### src/rtl/apb_slave_regfile.sv
// APB completer with a register bank, wait states, PSLVERR and a read-only ID word.
// Optional byte-strobe writes are enabled by defining APB_SLV_PSTRB_EN.
module apb_slave_regfile #(
    parameter int                    ADDR_WIDTH  = 32,
    parameter int                    DATA_WIDTH  = 32,
    parameter int                    NUM_REGS    = 16,
    parameter int                    WAIT_CYCLES = 1,
    parameter logic [ADDR_WIDTH-1:0] BASE_ADDR   = 'h0001_F000,
    parameter logic [DATA_WIDTH-1:0] ID_VALUE    = 'hA5B0_0001
) (
    input  logic                    clk,
    input  logic                    rst_n,
    input  logic                    psel_i,
    input  logic                    penable_i,
    input  logic                    pwrite_i,
    input  logic [ADDR_WIDTH-1:0]   paddr_i,
    input  logic [DATA_WIDTH-1:0]   pwdata_i,
    input  logic [DATA_WIDTH/8-1:0] pstrb_i,
    output logic [DATA_WIDTH-1:0]   prdata_o,
    output logic                    pready_o,
    output logic                    pslverr_o,
    output logic [DATA_WIDTH-1:0]   ctrl_o
);

    typedef enum logic [1:0] {S_IDLE, S_WAIT, S_READY} state_t;

    localparam logic [9:0] LAST = 10'(NUM_REGS - 1);

    state_t                  state, nxt;
    logic [3:0]              cnt;
    logic [9:0]              lat_idx;
    logic                    lat_wr;
    logic                    lat_err;
    logic [DATA_WIDTH-1:0]   lat_wdata;
    logic [DATA_WIDTH-1:0]   regs [0:NUM_REGS-2];

    logic                    setup;
    logic [9:0]              dec_idx;
    logic                    dec_err;
    logic [9:0]              cur_idx;
    logic                    cur_wr;
    logic                    cur_err;
    logic [DATA_WIDTH-1:0]   rd_val;
    logic                    enter_rdy;
    logic                    leave;
    logic                    commit;

`ifdef APB_SLV_PSTRB_EN
    logic [DATA_WIDTH/8-1:0] lat_strb;
`else
    logic                    unused_strb;
    assign unused_strb = ^pstrb_i;
`endif

    assign setup   = psel_i & ~penable_i;
    assign dec_idx = paddr_i[11:2];

    // Address decode: window, alignment, range and ID-write checks
    always_comb begin
        dec_err = 1'b0;
        if (paddr_i[ADDR_WIDTH-1:12] != BASE_ADDR[ADDR_WIDTH-1:12]) dec_err = 1'b1;
        if (paddr_i[1:0] != 2'b00) dec_err = 1'b1;
        if (dec_idx > LAST) dec_err = 1'b1;
        if (pwrite_i && dec_idx == LAST) dec_err = 1'b1;
    end

    // Zero-wait transfers enter READY straight from IDLE, so use live decode there
    always_comb begin
        cur_idx = lat_idx;
        cur_wr  = lat_wr;
        cur_err = lat_err;
        if (state == S_IDLE) begin
            cur_idx = dec_idx;
            cur_wr  = pwrite_i;
            cur_err = dec_err;
        end
    end

    // Read mux; writes and errors return zero
    always_comb begin
        rd_val = '0;
        if (cur_idx == LAST) rd_val = ID_VALUE;
        for (int i = 0; i < NUM_REGS - 1; i++) begin
            if (cur_idx == 10'(i)) rd_val = regs[i];
        end
        if (cur_wr || cur_err) rd_val = '0;
    end

    // State register
    always_ff @(posedge clk or negedge rst_n) begin
        if (!rst_n) state <= S_IDLE;
        else        state <= nxt;
    end

    // Next-state logic, including abort on dropped select
    always_comb begin
        nxt = state;
        unique case (state)
            S_IDLE: begin
                if (setup) nxt = (WAIT_CYCLES == 0) ? S_READY : S_WAIT;
            end
            S_WAIT: begin
                if (!psel_i)        nxt = S_IDLE;
                else if (cnt == '0) nxt = S_READY;
            end
            S_READY: begin
                if (!psel_i || penable_i) nxt = S_IDLE;
            end
            default: nxt = S_IDLE;
        endcase
    end

    // Output decode
    always_comb begin
        pready_o = (state == S_READY);
    end

    assign enter_rdy = (nxt == S_READY) && (state != S_READY);
    assign leave     = (nxt == S_IDLE) && (state != S_IDLE);
    assign commit    = (state == S_READY) && psel_i && penable_i && lat_wr && !lat_err;
    assign ctrl_o    = regs[0];

    // Latch the request at setup and count down wait states
    always_ff @(posedge clk or negedge rst_n) begin
        if (!rst_n) begin
            cnt       <= '0;
            lat_idx   <= '0;
            lat_wr    <= 1'b0;
            lat_err   <= 1'b0;
            lat_wdata <= '0;
`ifdef APB_SLV_PSTRB_EN
            lat_strb  <= '0;
`endif
        end else if (state == S_IDLE && setup) begin
            cnt       <= 4'(WAIT_CYCLES - 1);
            lat_idx   <= dec_idx;
            lat_wr    <= pwrite_i;
            lat_err   <= dec_err;
            lat_wdata <= pwdata_i;
`ifdef APB_SLV_PSTRB_EN
            lat_strb  <= pstrb_i;
`endif
        end else if (state == S_WAIT) begin
            cnt <= cnt - 4'd1;
        end
    end

    // Response registers load on entering READY and clear on leaving
    always_ff @(posedge clk or negedge rst_n) begin
        if (!rst_n) begin
            prdata_o  <= '0;
            pslverr_o <= 1'b0;
        end else if (enter_rdy) begin
            prdata_o  <= rd_val;
            pslverr_o <= cur_err;
        end else if (leave) begin
            prdata_o  <= '0;
            pslverr_o <= 1'b0;
        end
    end

    // Register bank write on completion of an error-free write
    always_ff @(posedge clk or negedge rst_n) begin
        if (!rst_n) begin
            for (int i = 0; i < NUM_REGS - 1; i++) regs[i] <= '0;
        end else if (commit) begin
            for (int i = 0; i < NUM_REGS - 1; i++) begin
                if (lat_idx == 10'(i)) begin
`ifdef APB_SLV_PSTRB_EN
                    for (int b = 0; b < DATA_WIDTH / 8; b++) begin
                        if (lat_strb[b]) regs[i][8*b +: 8] <= lat_wdata[8*b +: 8];
                    end
`else
                    regs[i] <= lat_wdata;
`endif
                end
            end
        end
    end

endmodule

### config.mk
export PLATFORM = sky130hd
export DESIGN_NAME = apb_slave_regfile
export DESIGN_NICKNAME = d
export VERILOG_FILES = /design/src/rtl/apb_slave_regfile.sv
export SDC_FILE = /design/constraint.sdc
export NUM_CORES = 1
export LEC_CHECK = 0
export CORE_MARGIN = 1
export CORE_UTILIZATION = 50
export CTS_BUF_LIST = sky130_fd_sc_hd__clkbuf_8 sky130_fd_sc_hd__clkbuf_16
export DETAILED_ROUTE_END_ITERATION = 7
export HOLD_SLACK_MARGIN = 0.05
export PLACE_DENSITY_LB_ADDON = 0.15
export SLEW_MARGIN = 20
export SYNTH_ARGS = -nofsm -noshare
export SYNTH_HDL_FRONTEND = slang
export SYNTH_SLANG_ARGS = --single-unit
### constraint.sdc
create_clock -name clk -period 2.8 [get_ports clk]
set_clock_uncertainty 0.2 [all_clocks]
set_input_delay 0.56 -clock clk [delete_from_list [all_inputs] [get_ports clk]]
set_output_delay 0.56 -clock clk [all_outputs]
set_load 0.1 [all_outputs]
==> out/results.txt <==
outcome - finished, violations left
failing checks - setup timing
H-tree lvl count - 2
share of cells above drive strength 1 - 49.07%
Post-synth EDFFs - 0
antenna cells - 0
RSZ-0062 raised after global routing - yes
Cells after Synth - 1953
routed wire length - 92960 um
Post-Synthesis Net Count - 2027
Clock Path Buffers - 3
PwrDens - 575.2 nW/um2
most common cell after layout, fill and taps aside - dfrtp_1
worst reg2reg setup slack - -0.34 ns
fin crit period - 3.145 ns
antenna violations before repair - 0
commonest non-fill, non-tap cells in the layout - dfrtp_1 (563), mux2_2 (468), buf_4 (252), clkbuf_16 (86), buf_12 (86)
Slew Viols, Final - 0
GP Congestion - 0.9343
syn avg cell area - 12.98 um2
GRT overflow - 0
Top-Level Pins - 139
Setup Crit Path Kind - register to register
CTS buffer count - 57
CP arrival - 3.51 ns
Initial DRT Pass Iterations - 6
post-synthesis cell type count - 76
Final Power - 0.01944 W
vias - 19496
number of core rows - 82
clock root buffer master - clkbuf_16
Residual DRC - 0
worst-margin pin slew - 0.7194 ns
Fin. Hold Viols - 0
Setup WS post-layout - -0.3449 ns
Worst Setup End Kind - register
Setup TNS - -50.80 ns
Final Cycle Share - 112.3%
fillcell total - 3627
Async SR Flop Fraction - 100.0%
overall global routing resource usage - 33.07%
Hold WS - 0.1765 ns
Clk pin slew, worst setup/hold paths - 0.06 ns
Die H - 227.2 um
HPWL Detailed - 54660 um
Synth Flop Type - dfrtp_1
end-of-flow core utilization - 67.48%
wire length per cell - 30.66 um
vias in the first global route - 19287
register area share after synthesis - 55.58%
IO buf count - 134
Max Fclk - 318.0 MHz
core area - 50070 um2
#FFs+latches synth - 563
Avg Vias per Cell - 6.430
1st-iter DRT viols - 2166
type of the tightest min-delay check - primary input to async pin
ANT nets after route - 0
worst rel slew slack - 52.04%
DIE AREA - 51600 um2
Max rail drop VDD - 0.6957 mV
clk_lat worst skew - 0.63 ns
clock tree sinks - 563
maximum fanout along the worst path - 7
post-synthesis cell area - 25350 um2
largest net degree at the start of global routing - 92
Max Cap Violations - 0
# setup viols final - 444
Ys Warns - 0
nature of the critical path startpoint - register
CTS tree - yes
global-route wire length before repair - 125100 um
Syn-to-layout area delta - 33.29%
leakage - 16.18 nW
Layout Nets - 2390
Die W - 227.2 um
initial core utilization - 50.63%
CP Data Required Time - 3.17 ns
[worst max-delay path, cell delays in order, from the launching register on]
cell	delay (ns)
dfrtp_1	0.38
or4_4	0.55
nand3b_4	0.23
buf_12	0.18
buf_8	0.13
a211oi_4	0.36
buf_6	0.24
a22oi_2	0.10
and3_1	0.15
o31a_1	0.12
o31ai_2	0.20
a32o_1	0.22
[flip-flops by register name, indices dropped and copies added (netlist names)]
name       flops
ctrl_o        32
lat_wr         1
state          2
lat_idx       10
pslverr_o      1
regs         448
lat_err        1
cnt            4
prdata_o      32
lat_wdata     32
[per-stage QoR]
| stage | cells | cell area (um2) | setup WS, ns |
|---|---|---|---|
| 2_1_floorplan | 1953 | 25350 | 0.01938 |
| 3_3_place_gp | 2842 | 29480 | -1.105 |
| 3_5_place_dp | 2842 | 29480 | -1.106 |
| 4_1_cts | 2980 | 32190 | -0.2242 |
| 5_1_grt | 3032 | 33790 | -0.3597 |
| 6_report | 3032 | 33790 | -0.3449 |
[final cells by class]
| type | count | area (um2) | area share [%] |
|---|---|---|---|
| Clock buffer | 71 | 1642 | 4.859 |
| Inverter | 8 | 30.03 | 0.08888 |
| Clock inverter | 32 | 291.5 | 0.8628 |
| Sequential cell | 563 | 14090 | 41.70 |
| Tap cell | 672 | 840.8 | 2.489 |
| Timing Repair Buffer | 497 | 5766 | 17.06 |
| Multi-Input combinational cell | 1189 | 11130 | 32.94 |
[synth_stat cells, types with 8 or more instances]
cell / n / area share [%]
a221oi_1: 29 / 1.0
buf_1: 24 / 0.36
clkbuf_1: 64 / 0.95
o221ai_1: 9 / 0.31
nor4_1: 9 / 0.22
a21oi_1: 57 / 1.1
a211oi_1: 13 / 0.38
a222oi_1: 17 / 0.67
o21ai_0: 55 / 1.1
nand2_1: 71 / 1.1
a22oi_1: 84 / 2.5
and3_1: 9 / 0.22
mux2_2: 517 / 23
nand3_1: 31 / 0.61
buf_4: 41 / 1.2
o22ai_1: 29 / 0.72
a22o_1: 20 / 0.69
inv_1: 8 / 0.12
dfrtp_1: 563 / 56
a211oi_2: 10 / 0.49
nor3_1: 20 / 0.39
nor2_1: 76 / 1.1
buf_2: 59 / 1.2
[cells by family after synthesis]
family          synth area share [%]
xor+xnor                     0.06911
simple gates                   4.931
flops                          55.58
mux                            23.06
buf+inv                        4.023
fa+ha+maj                    0.04935
compound gates                 12.30
[layer usage]
layer  vias to the layer above  global-route usage, %  wire length, um
li1                       7983                      -                -
met3                       239                  5.640             8919
met4                         0                  12.82             4527
met2                      1087                  51.73            42000
met5                         -                      0                0
met1                     10187                  46.12            37520
[what timing repair did]
action	4_1_cts	5_1_grt
cloned	4	34
setup buffers	30	22
gates resized for setup	105	162
pin swaps	48	43
endpoints found under the setup margin	219	490
hold buffers	1	0
hold endpoints to repair	239	0
[where the power goes]
| group | internal, W | switching [W] | total [W] |
|---|---|---|---|
| logic | 0.000957 | 0.00122 | 0.00218 |
| registers | 0.00841 | 0.000968 | 0.00938 |
| clock network | 0.00457 | 0.00331 | 0.00788 |
[worst paths after layout]
check,startpoint,to,cells past startpoint
min reg2reg,prdata_o[22],prdata_o[22],2
max reg2reg,lat_idx[4],prdata_o[31],11
min,rst_n,lat_idx[4],2
max in group asynchronous,rst_n,regs[344],4
min in group clk,prdata_o[22],prdata_o[22],2
max,lat_idx[4],prdata_o[31],11
Power figures use the tool's default switching activity.
